<file path="config.mk">
export PLATFORM = sky130hd
export DESIGN_NAME = ula_varredura_flat
export DESIGN_NICKNAME = d
export VERILOG_FILES = /design/src/rtl/ula_pkg.sv /design/src/rtl/ula_varredura_if.sv /design/src/rtl/ula_varredura.sv /design/src/flat_wrapper.sv
export SDC_FILE = /design/constraint.sdc
export NUM_CORES = 1
export LEC_CHECK = 0
export CAP_MARGIN = 20
export CORE_UTILIZATION = 45
export DETAILED_ROUTE_END_ITERATION = 12
export PLACE_DENSITY = 0.85
export SLEW_MARGIN = 20
export SYNTH_ARGS = -nofsm -noshare
export SYNTH_HDL_FRONTEND = slang
export SYNTH_SLANG_ARGS = --single-unit
export TNS_END_PERCENT = 1
</file>
<file path="constraint.sdc">
create_clock -name clk -period 3.7 [get_ports clk]
set_clock_uncertainty 0.15 [all_clocks]
set_input_delay 0.37 -clock clk [delete_from_list [all_inputs] [get_ports clk]]
set_output_delay 0.37 -clock clk [all_outputs]
set_load 0.01 [all_outputs]
</file>
<file path="src/rtl/ula_pkg.sv">
// Shared constants for the ULA sweep initiator:
// opcode map, sweep length and FSM state encoding.
package ula_pkg;

    localparam int DATA_W = 4;
    localparam int OP_W   = 3;
    localparam int N_OPS  = 6;

    localparam logic [OP_W-1:0] OP_AND  = 3'd0;
    localparam logic [OP_W-1:0] OP_OR   = 3'd1;
    localparam logic [OP_W-1:0] OP_NOTA = 3'd2;
    localparam logic [OP_W-1:0] OP_NAND = 3'd3;
    localparam logic [OP_W-1:0] OP_SOMA = 3'd4;
    localparam logic [OP_W-1:0] OP_SUB  = 3'd5;

    typedef enum logic [1:0] {
        IDLE  = 2'd0,
        APPLY = 2'd1,
        OUT   = 2'd2
    } state_t;

endpackage

</file>
<file path="src/rtl/ula_varredura_if.sv">
// Result stream of the sweep: one beat per opcode,
// valid/ready handshake with opcode tag and last flag.
interface ula_varredura_if #(
    parameter int WIDTH = 4,
    parameter int SEL_W = 3
);
    logic             valid;
    logic             ready;
    logic [SEL_W-1:0] op;
    logic [WIDTH-1:0] data;
    logic             last;

    modport master (
        output valid,
        output op,
        output data,
        output last,
        input  ready
    );

    modport slave (
        input  valid,
        input  op,
        input  data,
        input  last,
        output ready
    );
endinterface

</file>
<file path="src/rtl/ula_varredura.sv">
// Sweeps an external ULA through every opcode for one
// latched operand pair and streams the tagged results.
module ula_varredura #(
    parameter int WIDTH = ula_pkg::DATA_W,
    parameter int SEL_W = ula_pkg::OP_W,
    parameter int N_OPS = ula_pkg::N_OPS
) (
    input  logic             clk,
    input  logic             rst_n,
    input  logic             start,
    input  logic [WIDTH-1:0] a_in,
    input  logic [WIDTH-1:0] b_in,
    output logic             busy,
    output logic             done,
    output logic [WIDTH-1:0] ula_a,
    output logic [WIDTH-1:0] ula_b,
    output logic [SEL_W-1:0] ula_seletor,
    input  logic [WIDTH-1:0] ula_resultado,
    ula_varredura_if.master  res
);
    import ula_pkg::*;

    localparam logic [SEL_W-1:0] LAST_OP = SEL_W'(N_OPS - 1);

    state_t           state;
    state_t           state_nx;
    logic [SEL_W-1:0] op_q;
    logic [WIDTH-1:0] data_q;
    logic             last_q;
    logic             done_q;
    logic             hs;
    logic             take;

    assign take = (state == IDLE) && start;
    assign hs   = res.valid && res.ready;

    always_ff @(posedge clk or negedge rst_n) begin
        if (!rst_n) begin
            state <= IDLE;
        end else begin
            state <= state_nx;
        end
    end

    always_comb begin
        state_nx = state;
        unique case (state)
            IDLE: begin
                if (start) state_nx = APPLY;
            end
            APPLY: begin
                state_nx = OUT;
            end
            OUT: begin
                if (res.ready) begin
                    state_nx = last_q ? IDLE : APPLY;
                end
            end
            default: begin
                state_nx = IDLE;
            end
        endcase
    end

    always_comb begin
        busy      = 1'b0;
        res.valid = 1'b0;
        unique case (1'b1)
            (state == APPLY): begin
                busy = 1'b1;
            end
            (state == OUT): begin
                busy      = 1'b1;
                res.valid = 1'b1;
            end
            default: begin
                busy      = 1'b0;
                res.valid = 1'b0;
            end
        endcase
    end

    // Operands stay frozen for the whole sweep; start is
    // only honoured from IDLE.
    always_ff @(posedge clk or negedge rst_n) begin
        if (!rst_n) begin
            ula_a       <= '0;
            ula_b       <= '0;
            ula_seletor <= '0;
        end else if (take) begin
            ula_a       <= a_in;
            ula_b       <= b_in;
            ula_seletor <= SEL_W'(OP_AND);
        end else if (hs && !last_q) begin
            ula_seletor <= ula_seletor + SEL_W'(1);
        end
    end

    always_ff @(posedge clk or negedge rst_n) begin
        if (!rst_n) begin
            op_q   <= '0;
            data_q <= '0;
            last_q <= 1'b0;
        end else if (state == APPLY) begin
            op_q   <= ula_seletor;
            data_q <= ula_resultado;
            last_q <= (ula_seletor == LAST_OP);
        end
    end

    always_ff @(posedge clk or negedge rst_n) begin
        if (!rst_n) begin
            done_q <= 1'b0;
        end else begin
            done_q <= hs && last_q;
        end
    end

    assign res.op   = op_q;
    assign res.data = data_q;
    assign res.last = last_q;
    assign done     = done_q;

    sel_in_range: assert property (
        @(posedge clk) disable iff (!rst_n)
        ula_seletor <= LAST_OP
    );

    stall_holds: assert property (
        @(posedge clk) disable iff (!rst_n)
        (res.valid && !res.ready) |=>
            (res.valid && $stable(res.data) &&
             $stable(res.op) && $stable(res.last))
    );

endmodule

</file>
<file path="src/flat_wrapper.sv">
// flat-port wrapper written by rule: the top's interface ports become plain ports
module ula_varredura_flat import ula_pkg::*;
#(
    parameter int WIDTH = ula_pkg::DATA_W,
    parameter int SEL_W = ula_pkg::OP_W,
    parameter int N_OPS = ula_pkg::N_OPS
)
  (clk, rst_n, start, a_in, b_in, busy, done, ula_a, ula_b, ula_seletor, ula_resultado, res_valid, res_op, res_data, res_last, res_ready);
  ula_varredura_if #(.WIDTH(WIDTH), .SEL_W(SEL_W)) res_i ();
  input  logic clk;
  input  logic rst_n;
  input  logic start;
  input  logic [WIDTH-1:0] a_in;
  input  logic [WIDTH-1:0] b_in;
  output logic busy;
  output logic done;
  output logic [WIDTH-1:0] ula_a;
  output logic [WIDTH-1:0] ula_b;
  output logic [SEL_W-1:0] ula_seletor;
  input  logic [WIDTH-1:0] ula_resultado;
  output wire logic [$bits(res_i.valid)-1:0] res_valid;
  output wire logic [$bits(res_i.op)-1:0] res_op;
  output wire logic [$bits(res_i.data)-1:0] res_data;
  output wire logic [$bits(res_i.last)-1:0] res_last;
  input wire logic [$bits(res_i.ready)-1:0] res_ready;
  assign res_valid = res_i.valid;
  assign res_op = res_i.op;
  assign res_data = res_i.data;
  assign res_last = res_i.last;
  assign res_i.ready = res_ready;
  ula_varredura #(.WIDTH(WIDTH), .SEL_W(SEL_W), .N_OPS(N_OPS)) u_core (.clk(clk), .rst_n(rst_n), .start(start), .a_in(a_in), .b_in(b_in), .busy(busy), .done(done), .ula_a(ula_a), .ula_b(ula_b), .ula_seletor(ula_seletor), .ula_resultado(ula_resultado), .res(res_i));
endmodule
</file>
Word-level counts from Yosys, hierarchy flattened:

Cells that the tools add are included.

* register bits: 22
* output and inout port bits: 22

* add/subtract/negate cells: 1
* equality and inequality tests: 5
* multiplexer cells: 8
* reductions and logical operators: 9

Operator list (number)
* 2-to-1 mux 3 bit: 2
* case mux 2 bit (3 select lines): 1
* logical AND 1 bit: 4
* 2-to-1 mux 2 bit: 2
* != test 2 bit (second input constant): 2
* adder 3 x 1 -> 3 bit (second input constant): 1
* equality test 3 bit (second input constant): 1
* 2-to-1 mux 1 bit: 3
* equality test 2 x 1 -> 1 bit (second input constant): 1
* equality test 2 bit (second input constant): 1
* logical NOT 2 bit: 1
* AND reduction 2 bit: 1
* nonzero test 2 bit: 1
* OR reduction 2 bit: 1
* logical NOT 1 bit: 1

Depth between registers and ports, before layout:

Gate-level depths: netlist (run 1).

* depth in word-level cells: 6
* mapped depth: 5
* depth with buffers taken out: 5

Worst setup path after synthesis (run 1):

OpenSTA, ideal clock, no wires.

* kind: register to register
* from: register u_core.state[0]
* to: register u_core.state[0]
* setup time: 0.125 ns
* arrival time: 1.270 ns
* required time: 3.425 ns
* setup slack: 2.155 ns
* stages on the path, launching flop included: 6
* path buffers: 0
* cells stage by stage: dfrtp_1 inv_1 ha_1 inv_1 o22ai_2 mux2_2

* longest elaborated chain between the ends: 3
* elaborated cells on any way between the ends: 7
* those cells by class: 4 x eq/ne; 1 x mux; 2 x reduce/logical

Ends and longest elaborated chain
* from (decl): line ula_varredura.sv:25 `state_t state;`
* from (signal assigned): line ula_varredura.sv:41 `state <= state_nx;`
* equality test 2 bit or logical NOT 2 bit (tied branches): line ula_varredura.sv:47 `unique case (state)`
* != test 2 bit (no source line)
* AND reduction 2 bit (no source line)

Several ways; a longest one is shown, not always the timed one.
A chain may end at the register's enable or synchronous reset.

Final worst setup path (run 1):

* from: register u_core.state[0]
* to: output port res_valid

* longest elaborated chain between the ends: 2

Ends and longest elaborated chain
* equality test 2 bit: line ula_varredura.sv:72 `(state == OUT): begin`
* 2-to-1 mux 1 bit: line ula_varredura.sv:68 `unique case (1'b1)`
* to (decl): line flat_wrapper.sv:21 `output wire logic [$bits(res_i.valid)-1:0] res_valid;`

Every way passes these cells.

==> results.txt, run 1 <==
----------------------------------------------------
[Floorplan]
  Starting density of the core ... approximately half
  Top-level port count ... 38
  Area of the core ... just under 2000 sq um
  Die area ... around 2300 sq um
  Vertical die dimension ... 48.21 microns
  Core Rows ... 16
  Die extent in x ... 48.21 microns

[Synth]
  Yosys top cell by area ... sky130_fd_sc_hd__dfrtp_1
  Gate count of the mapped netlist ... a little under 70
  Synthesized net count ... 91
  Synthesized area per cell ... approximately 14 sq um
  Top cell type's share of synthesized area ... between 50% and 60%
  Synthesized cell area ... 960.9 sq um
  Number of register bits inferred by synthesis ... 22
  Yosys Warn Count ... 0
  Library cells used by synthesis ... 18
  Top cells by area, synth ... sky130_fd_sc_hd__dfrtp_1 57%, sky130_fd_sc_hd__mux2_2 20%, sky130_fd_sc_hd__ha_1 9.1%
  Post-synthesis sequential area ratio ... between 50% and 60%

[Setup path]
  Origin of the critical flop-to-flop path ... u_core.state[1]
  Worst path arrival time ... about 1.6 ns
  End of the worst register-to-register path ... u_core.state[0]
  Critical setup path kind ... reg2out
  Endpoint required time on the critical path ... around 3.2 ns
  Kind of launch point of the worst setup path ... register
  Worst Setup End Kind ... primary output
  Worst setup slack for register-to-register paths ... between 2 and 2.5 ns
  Worst Reg2Reg Path Length in Cells ... 5
  Crit path max fanout ... 6

[Pwr]
  Total design power ... between 0.001 and 0.0015 W
  Leakage power ... between 0.6 and 0.7 nW
  Fraction of power consumed by sequential logic ... between 30% and 40%
  Clk pwr share ... under 10%
  Design internal power ... 0.0007048 W
  Peak supply drop ... roughly 0.48 mV
  Power density of the placed cells ... between 700 and 800 nW/um^2
  P_sw ... roughly 0.00034 W
  Fraction of power spent switching nets ... around 32%
  Comb power frac ... between 50 and 60%

[CTS]
  Maximum buffer depth of the clock tree ... 2
  Number of gates given a new drive strength after cts ... 0
  Clock-pin slew reported for the worst setup and hold paths after clock tree synthesis ... 0.11 ns
  TritonCTS clock tree ... yes
  Clock root buffer ... sky130_fd_sc_hd__clkbuf_4
  Worst-skew pair later-pin latency ... between 0.2 and 0.3 ns
  Number of levels the H-tree was split into ... 1
  TritonCTS Buffers ... 3
  Total clock sinks ... 22

[Timing]
  Relative slew slack ... between 60 and 70%
  Unrepaired setup endpoints after global routing ... no
  Number of setup violations in the final report ... 0
  Fin crit share ... just under 60%
  Minimum hold slack ... around 0.37 ns
  Total Neg Setup Slack ... 0 ns
  Final count of pins violating max slew ... 0
  Final hold violation count ... 0
  Final worst path period need ... ~2.2 ns
  Max frequency ... 0.4640 GHz
  Tightest Pin Transition ... 0.4752 ns

[Final layout]
  Final-layout fill cell count ... ~140
  Number of cells in the finished layout apart from fillers ... 135
  Fraction of final layout cells with drive strength greater than 1 ... between 20% and 30%
  Antenna diode instance count ... 0
  Area added between synthesis and finish ... 44.40%
  Number of nets in the layout ... 133

[Drt]
  Routed Wire Length ... 1.775 mm
  Length of the first detailed-routing pass in iterations ... 2
  DRC viols ... 0
  Residual antenna-violating net count after detailed routing ... 0
  DRC marker count from the first detailed-route iteration ... 4
  Routed via count divided by cell count ... approximately 5
  Detailed-route wire length per cell ... between 10 and 15 microns
  Vias post-DR ... between 600 and 700

[Status]
  Run status ... completed

[Min path]
  Class of the worst hold path ... reg2reg
  Endpoint, Worst Hold ... u_core.res.data[1]
  Worst hold path depth ... 1
  Launch instance of the worst min-delay path ... u_core.res.data[1]

[GRT]
  Aggregate global-route resource usage ... 16.49%
  First-pass GRT wire length ... 2.573 mm
  Number of antenna violations at the first check in global routing ... 0
  Congestion Overflow GR ... 0
  Pin count of the biggest net entering global routing ... 23
  Via count of the first global-routing pass ... roughly 600

[Placement]
  Placed insts ... between 100 and 150
  Post-DP HPWL ... about 1.4 mm
  Count of port buffers added during placement ... 37
  Global placement routability congestion ... between 0.6 and 0.7

[Job]
  # Max-Cap Violations ... 0

----------------------------------------------------
==> worst max-delay path by stage <==
stage / startpoint / end / slack, ns / cells after the start
4_1_cts: u_core.state[0] / res_valid / 1.53 / 3
3_5_place_dp: u_core.state[0] / res_valid / 1.88 / 3
2_1_floorplan: u_core.state[0] / u_core.state[0] / 2.16 / 5
6_report: u_core.state[0] / res_valid / 1.54 / 3
5_1_grt: u_core.state[0] / res_valid / 1.46 / 3
3_3_place_gp: u_core.state[0] / res_valid / 1.91 / 3
==> placed cells by master (no fill, tap or decap) <==
| cell type | count |
|---|---|
| sky130_fd_sc_hd__a21oi_1 | 3 |
| sky130_fd_sc_hd__a221oi_1 | 1 |
| sky130_fd_sc_hd__and3_1 | 1 |
| sky130_fd_sc_hd__and3b_1 | 1 |
| sky130_fd_sc_hd__buf_2 | 1 |
| sky130_fd_sc_hd__clkbuf_4 | 3 |
| sky130_fd_sc_hd__clkdlybuf4s50_1 | 36 |
| sky130_fd_sc_hd__dfrtp_1 | 22 |
| sky130_fd_sc_hd__dlygate4sd3_1 | 1 |
| sky130_fd_sc_hd__ha_1 | 7 |
| sky130_fd_sc_hd__inv_1 | 6 |
| sky130_fd_sc_hd__mux2_2 | 17 |
| sky130_fd_sc_hd__nand2_2 | 1 |
| sky130_fd_sc_hd__nand2b_1 | 1 |
| sky130_fd_sc_hd__nand3_1 | 1 |
| sky130_fd_sc_hd__nand4b_1 | 1 |
| sky130_fd_sc_hd__nor2_1 | 1 |
| sky130_fd_sc_hd__o21ai_0 | 1 |
| sky130_fd_sc_hd__o22ai_2 | 1 |
| sky130_fd_sc_hd__xnor2_1 | 1 |
| sky130_fd_sc_hd__xor2_1 | 1 |
==> metal layers <==
layer,vias up,part of all wire [%],track usage [%]
li1,317,-,-
met1,330,41,18.29
met2,25,52,29.60
met3,2,6.0,4.444
met4,0,0.73,6.667
met5,-,0,0
==> cells in the mapped netlist (all sizes together) <==
| cell | number |
|---|---|
| xor2 | 1 |
| mux2 | 17 |
| o22ai | 1 |
| nand3 | 1 |
| buf | 1 |
| nand4b | 1 |
| o21ai | 1 |
| and3b | 1 |
| xnor2 | 1 |
| ha | 7 |
| nor2 | 1 |
| nand2 | 1 |
| dfrtp | 22 |
| inv | 6 |
| a221oi | 1 |
| nand2b | 1 |
| a21oi | 3 |
| and3 | 1 |
==> power groups by stage <==
stage / registers [W] / clock network, W / logic, W
3_3_place_gp: 0.000401 / 0 / 0.000528
5_1_grt: 0.000420 / 0.000116 / 0.000587
4_1_cts: 0.000405 / 0.000108 / 0.000545
6_report: 0.000404 / 0.000102 / 0.000536
3_5_place_dp: 0.000411 / 0 / 0.000541
2_1_floorplan: 0.000443 / 0 / 0.000236
==> area by class of cell <==
| cell class | instances | area, sq um | area share (%) |
|---|---|---|---|
| inverters | 6 | 22.52 | 1.623 |
| well taps | 27 | 33.78 | 2.435 |
| flip-flops and latches | 22 | 550.5 | 39.68 |
| repair buffers | 38 | 375.4 | 27.05 |
| multi-input cells | 39 | 382.9 | 27.59 |
| clock buffers | 3 | 22.52 | 1.623 |
==> registers in the layout (all words and copies together) (netlist names) <==
register            flops
u_core.state            2
u_core.res.data         4
u_core.ula_seletor      3
u_core.res.last         1
u_core.res.op           3
u_core.ula_b            4
u_core.ula_a            4
u_core.done             1
==> metrics by stage <==
step	util, %	cell area (sq um)	setup slack [ns]
after floorplan	-	960.9	2.155
after global placement	68.62	1360	1.905
after detailed placement	68.62	1360	1.879
after CTS	69.76	1383	1.531
after global routing	70.01	1388	1.455
final	70.01	1388	1.545
==> kinds of logic (layout without fill, tap and decap cells) <==
kind of cell | after synthesis | in the layout | synth area share [%]
buffers and inverters | 7 | 47 | 2.864
DFF | 22 | 22 | 57.29
xor gates and xnor gates | 2 | 2 | 1.823
AOI/OAI and AO/OA | 6 | 6 | 4.296
muxes | 17 | 17 | 19.92
adders and majority gates | 7 | 7 | 9.114
and+or+nand+nor | 7 | 7 | 4.688
==> worst max-delay path, cell delays in order (launching register included) <==
cell,delay [ns]
sky130_fd_sc_hd__dfrtp_1,0.45
sky130_fd_sc_hd__inv_1,0.10
sky130_fd_sc_hd__ha_1,0.23
sky130_fd_sc_hd__clkdlybuf4s50_1,0.56
==> what timing repair did <==
action,4_1_cts,5_1_grt
setup buffers,0,0
hold buffers,0,1
hold endpoints to repair,0,22
setup endpoints to repair,0,0
(Power assumes the default switching activity.)
==> inputs of run 2 (changes only) <==
--- a/config.mk
+++ b/config.mk
@@ -6,9 +6,9 @@
 export NUM_CORES = 1
 export LEC_CHECK = 0
 export CAP_MARGIN = 20
-export CORE_UTILIZATION = 45
+export CORE_UTILIZATION = 42
 export DETAILED_ROUTE_END_ITERATION = 12
-export PLACE_DENSITY = 0.85
+export PLACE_DENSITY = 0.81
 export SLEW_MARGIN = 20
 export SYNTH_ARGS = -nofsm -noshare
 export SYNTH_HDL_FRONTEND = slang
==> constraint.sdc (replaced) <==
create_clock -name clk -period 2.19 [get_ports clk]
set_clock_uncertainty 0.15 [all_clocks]
set_input_delay 0.219 -clock clk [delete_from_list [all_inputs] [get_ports clk]]
set_output_delay 0.219 -clock clk [all_outputs]
set_load 0.01 [all_outputs]
==> results.txt, run 2 (synthesis results as in run 1) <==
----------------------------------------------------
[Drt]
  DRC marker count from the first detailed-route iteration ... 5 (was 4)
  Routed via count divided by cell count ... 4.993 (about the same)
  Length of the first detailed-routing pass in iterations ... 4 (was 2)
  DRC viols ... 0 (unchanged)
  Residual antenna-violating net count after detailed routing ... 0 (unchanged)
  Routed Wire Length ... 1.848 mm (was 1.775 mm)
  Vias post-DR ... 679 (was 674)
  Detailed-route wire length per cell ... 13.59 microns (was 13.15 microns)

[Setup path]
  Sum of buffers and inverters on the critical path ... 2 (unchanged)
  CP max stage cell ... sky130_fd_sc_hd__clkdlybuf4s50_1 (unchanged)
  Worst setup slack for register-to-register paths ... 0.48 ns (was 2.01 ns)
  Worst Setup End Kind ... primary output (unchanged)
  End of the worst register-to-register path ... u_core.state[0] (unchanged)
  Crit path max fanout ... 6 (unchanged)
  Worst path arrival time ... 1.65 ns (was 1.64 ns)
  Crit. path cell count ... 3 (unchanged)
  Crit path from ... u_core.state[0] (unchanged)
  Series of cell instances along the critical path ... inv_1 -> ha_1 -> clkdlybuf4s50_1 (unchanged)
  Crit path max-delay family ... buffers and inverters (unchanged)
  Kind of launch point of the worst setup path ... register (unchanged)
  Origin of the critical flop-to-flop path ... u_core.state[1] (unchanged)
  Longest individual stage delay on the worst path ... 0.56 ns (about the same)
  Critical setup path kind ... reg2out (unchanged)
  Endpoint required time on the critical path ... 1.82 ns (was 3.18 ns)
  Worst Reg2Reg Path Length in Cells ... 5 (unchanged)
  End point of the critical path ... res_valid (unchanged)

[Final layout]
  Antenna diode instance count ... 0 (unchanged)
  Leading cell type in the layout, fill and taps excluded ... sky130_fd_sc_hd__clkdlybuf4s50_1 (unchanged)
  Number of nets in the layout ... 133 (unchanged)
  Area added between synthesis and finish ... 46.09% (was 44.40%)
  Post-route core utilization ... 68.08% (was 70.01%)
  Fraction of final layout cells with drive strength greater than 1 ... 22.02% (was 21.30%)
  Number of cells in the finished layout apart from fillers ... 136 (was 135)
  Final-layout fill cell count ... 162 (was 136)
  Most frequent cells in the layout ... 37 x sky130_fd_sc_hd__clkdlybuf4s50_1, 22 x sky130_fd_sc_hd__dfrtp_1, 17 x sky130_fd_sc_hd__mux2_2, 7 x sky130_fd_sc_hd__ha_1, 6 x sky130_fd_sc_hd__inv_1 (was 36 x sky130_fd_sc_hd__clkdlybuf4s50_1, 22 x sky130_fd_sc_hd__dfrtp_1, 17 x sky130_fd_sc_hd__mux2_2, 7 x sky130_fd_sc_hd__ha_1, 6 x sky130_fd_sc_hd__inv_1)

[Placement]
  Count of port buffers added during placement ... 37 (unchanged)
  Global placement routability congestion ... 0.7458 (was 0.6465)
  Place WS ... 0.4789 ns (was 1.879 ns)
  Placed insts ... 132 (was 131)
  Post-DP HPWL ... 1.405 mm (was 1.372 mm)

[Pwr]
  Comb power frac ... 50.1% (was 51.4%)
  Peak supply drop ... 0.7460 mV (was 0.4827 mV)
  Fraction of power consumed by sequential logic ... 37.8% (was 38.8%)
  Fraction of power spent switching nets ... 32.16% (was 32.34%)
  Leakage power ... 0.6212 nW (was 0.6134 nW)
  Design internal power ... 0.001229 W (was 0.0007048 W)
  Power density of the placed cells ... 1291 nW/um^2 (was 750.8 nW/um^2)
  Clk pwr share ... 12.1% (was 9.8%)
  P_sw ... 0.0005827 W (was 0.0003370 W)

[Floorplan]
  Die area ... 2483 sq um (was 2324 sq um)
  Die extent in x ... 49.83 microns (was 48.21 microns)
  Vertical die dimension ... 49.83 microns (was 48.21 microns)
  Core Rows ... 16 (unchanged)
  Top-level port count ... 38 (unchanged)
  Area of the core ... 2062 sq um (was 1982 sq um)
  Starting density of the core ... 46.60% (was 48.48%)

[CTS]
  TritonCTS Buffers ... 3 (unchanged)
  Number of levels the H-tree was split into ... 1 (unchanged)
  TritonCTS clock tree ... yes (unchanged)
  Post-CTS setup repair buffer count ... 0 (unchanged)
  Maximum buffer depth of the clock tree ... 2 (unchanged)
  Number of gates given a new drive strength after cts ... 0 (unchanged)
  Clock root buffer ... sky130_fd_sc_hd__clkbuf_4 (unchanged)
  Clock-pin slew reported for the worst setup and hold paths after clock tree synthesis ... 0.12 ns (was 0.11 ns)
  Worst-skew pair later-pin latency ... 0.30 ns (was 0.29 ns)
  Quantity of hold-fixing buffers added after cts ... 0 (unchanged)
  Total clock sinks ... 22 (unchanged)

[GRT]
  Via count of the first global-routing pass ... 686 (was 618)
  Global routing met2 resource utilization ... 29.05% (was 29.60%)
  Pin count of the biggest net entering global routing ... 23 (unchanged)
  Met3 GRT Util ... 3.704% (was 4.444%)
  Aggregate global-route resource usage ... 17.85% (was 16.49%)
  Congestion Overflow GR ... 0 (unchanged)
  Met1 global-route usage ... 21.50% (was 18.29%)
  Gr busiest metal ... met2 (unchanged)
  First-pass GRT wire length ... 3.194 mm (was 2.573 mm)
  Number of antenna violations at the first check in global routing ... 0 (unchanged)

[Min path]
  Class of the worst hold path ... in2async (was reg2reg)

[Timing]
  Final hold violation count ... 0 (unchanged)
  Number of setup violations in the final report ... 0 (unchanged)
  Total Neg Setup Slack ... 0 ns (unchanged)
  Max frequency ... 0.4948 GHz
  Final worst setup slack ... 0.1689 ns (was 1.545 ns)
  Unrepaired setup endpoints after global routing ... no (unchanged)
  Relative slew slack ... 72.64% (was 68.32%)
  Fin crit share ... ~92%
  Final worst path period need ... approximately 2 ns
  Final count of pins violating max slew ... 0 (unchanged)
  Tightest Pin Transition ... 0.4104 ns (was 0.4752 ns)

[Status]
  Run status ... completed (unchanged)

[Job]
  # Max-Cap Violations ... 0 (unchanged)

----------------------------------------------------
==> run 2: per-stage QoR <==
stage	hold slack (ns)	total power, W	cell area [sq um]
finish	0.09867	0.001812	1404
detailed placement	0.3422	0.001614	1368
global placement	0.3371	0.001579	1368
CTS	0.09805	0.001833	1404
global route	0.1079	0.001942	1404
floorplan	-0.2266	0.001148	960.9
==> run 2: routing by layer <==
metal | vias to the layer above | wire [microns]
li1 | 314 | -
met1 | 330 | 777
met2 | 31 | 936
met3 | 4 | 97
met4 | 0 | 35
met5 | - | 0
==> run 2: worst reg2reg max path: stages, from the launching register on <==
cell	delay, ns
sky130_fd_sc_hd__dfrtp_1	0.43
sky130_fd_sc_hd__inv_1	0.11
sky130_fd_sc_hd__ha_1	0.29
sky130_fd_sc_hd__inv_1	0.10
sky130_fd_sc_hd__o22ai_2	0.18
sky130_fd_sc_hd__mux2_2	0.36
==> run 2: final cells by class <==
cell class | count | area, sq um | area share, %
inverters | 6 | 22.52 | 1.604
flip-flops and latches | 22 | 550.5 | 39.22
well taps | 27 | 33.78 | 2.406
multi-input cells | 39 | 382.9 | 27.27
clock buffers | 4 | 36.28 | 2.585
repair buffers | 38 | 377.9 | 26.92
==> run 2: how the worst min path moves through the flow <==
stage,start,endpoint,slack (ns),depth (start not counted)
finish,rst_n,u_core.res.data[2],0.1,2
floorplan,rst_n,u_core.done,-0.23,0
global route,rst_n,u_core.ula_seletor[0],0.11,2
detailed placement,u_core.ula_a[2],u_core.ula_a[2],0.34,1
CTS,rst_n,u_core.done,0.1,2
global placement,u_core.ula_a[3],u_core.ula_a[3],0.34,1
==> run 2: power by group through the flow <==
stage / clock (W) / combinational, W / sequential [W]
after global routing: 0.000245 / 0.000984 / 0.000713
after floorplan: 0 / 0.000399 / 0.000749
after global placement: 0 / 0.000896 / 0.000683
after detailed placement: 0 / 0.000917 / 0.000696
final: 0.000220 / 0.000908 / 0.000684
after CTS: 0.000227 / 0.000921 / 0.000686
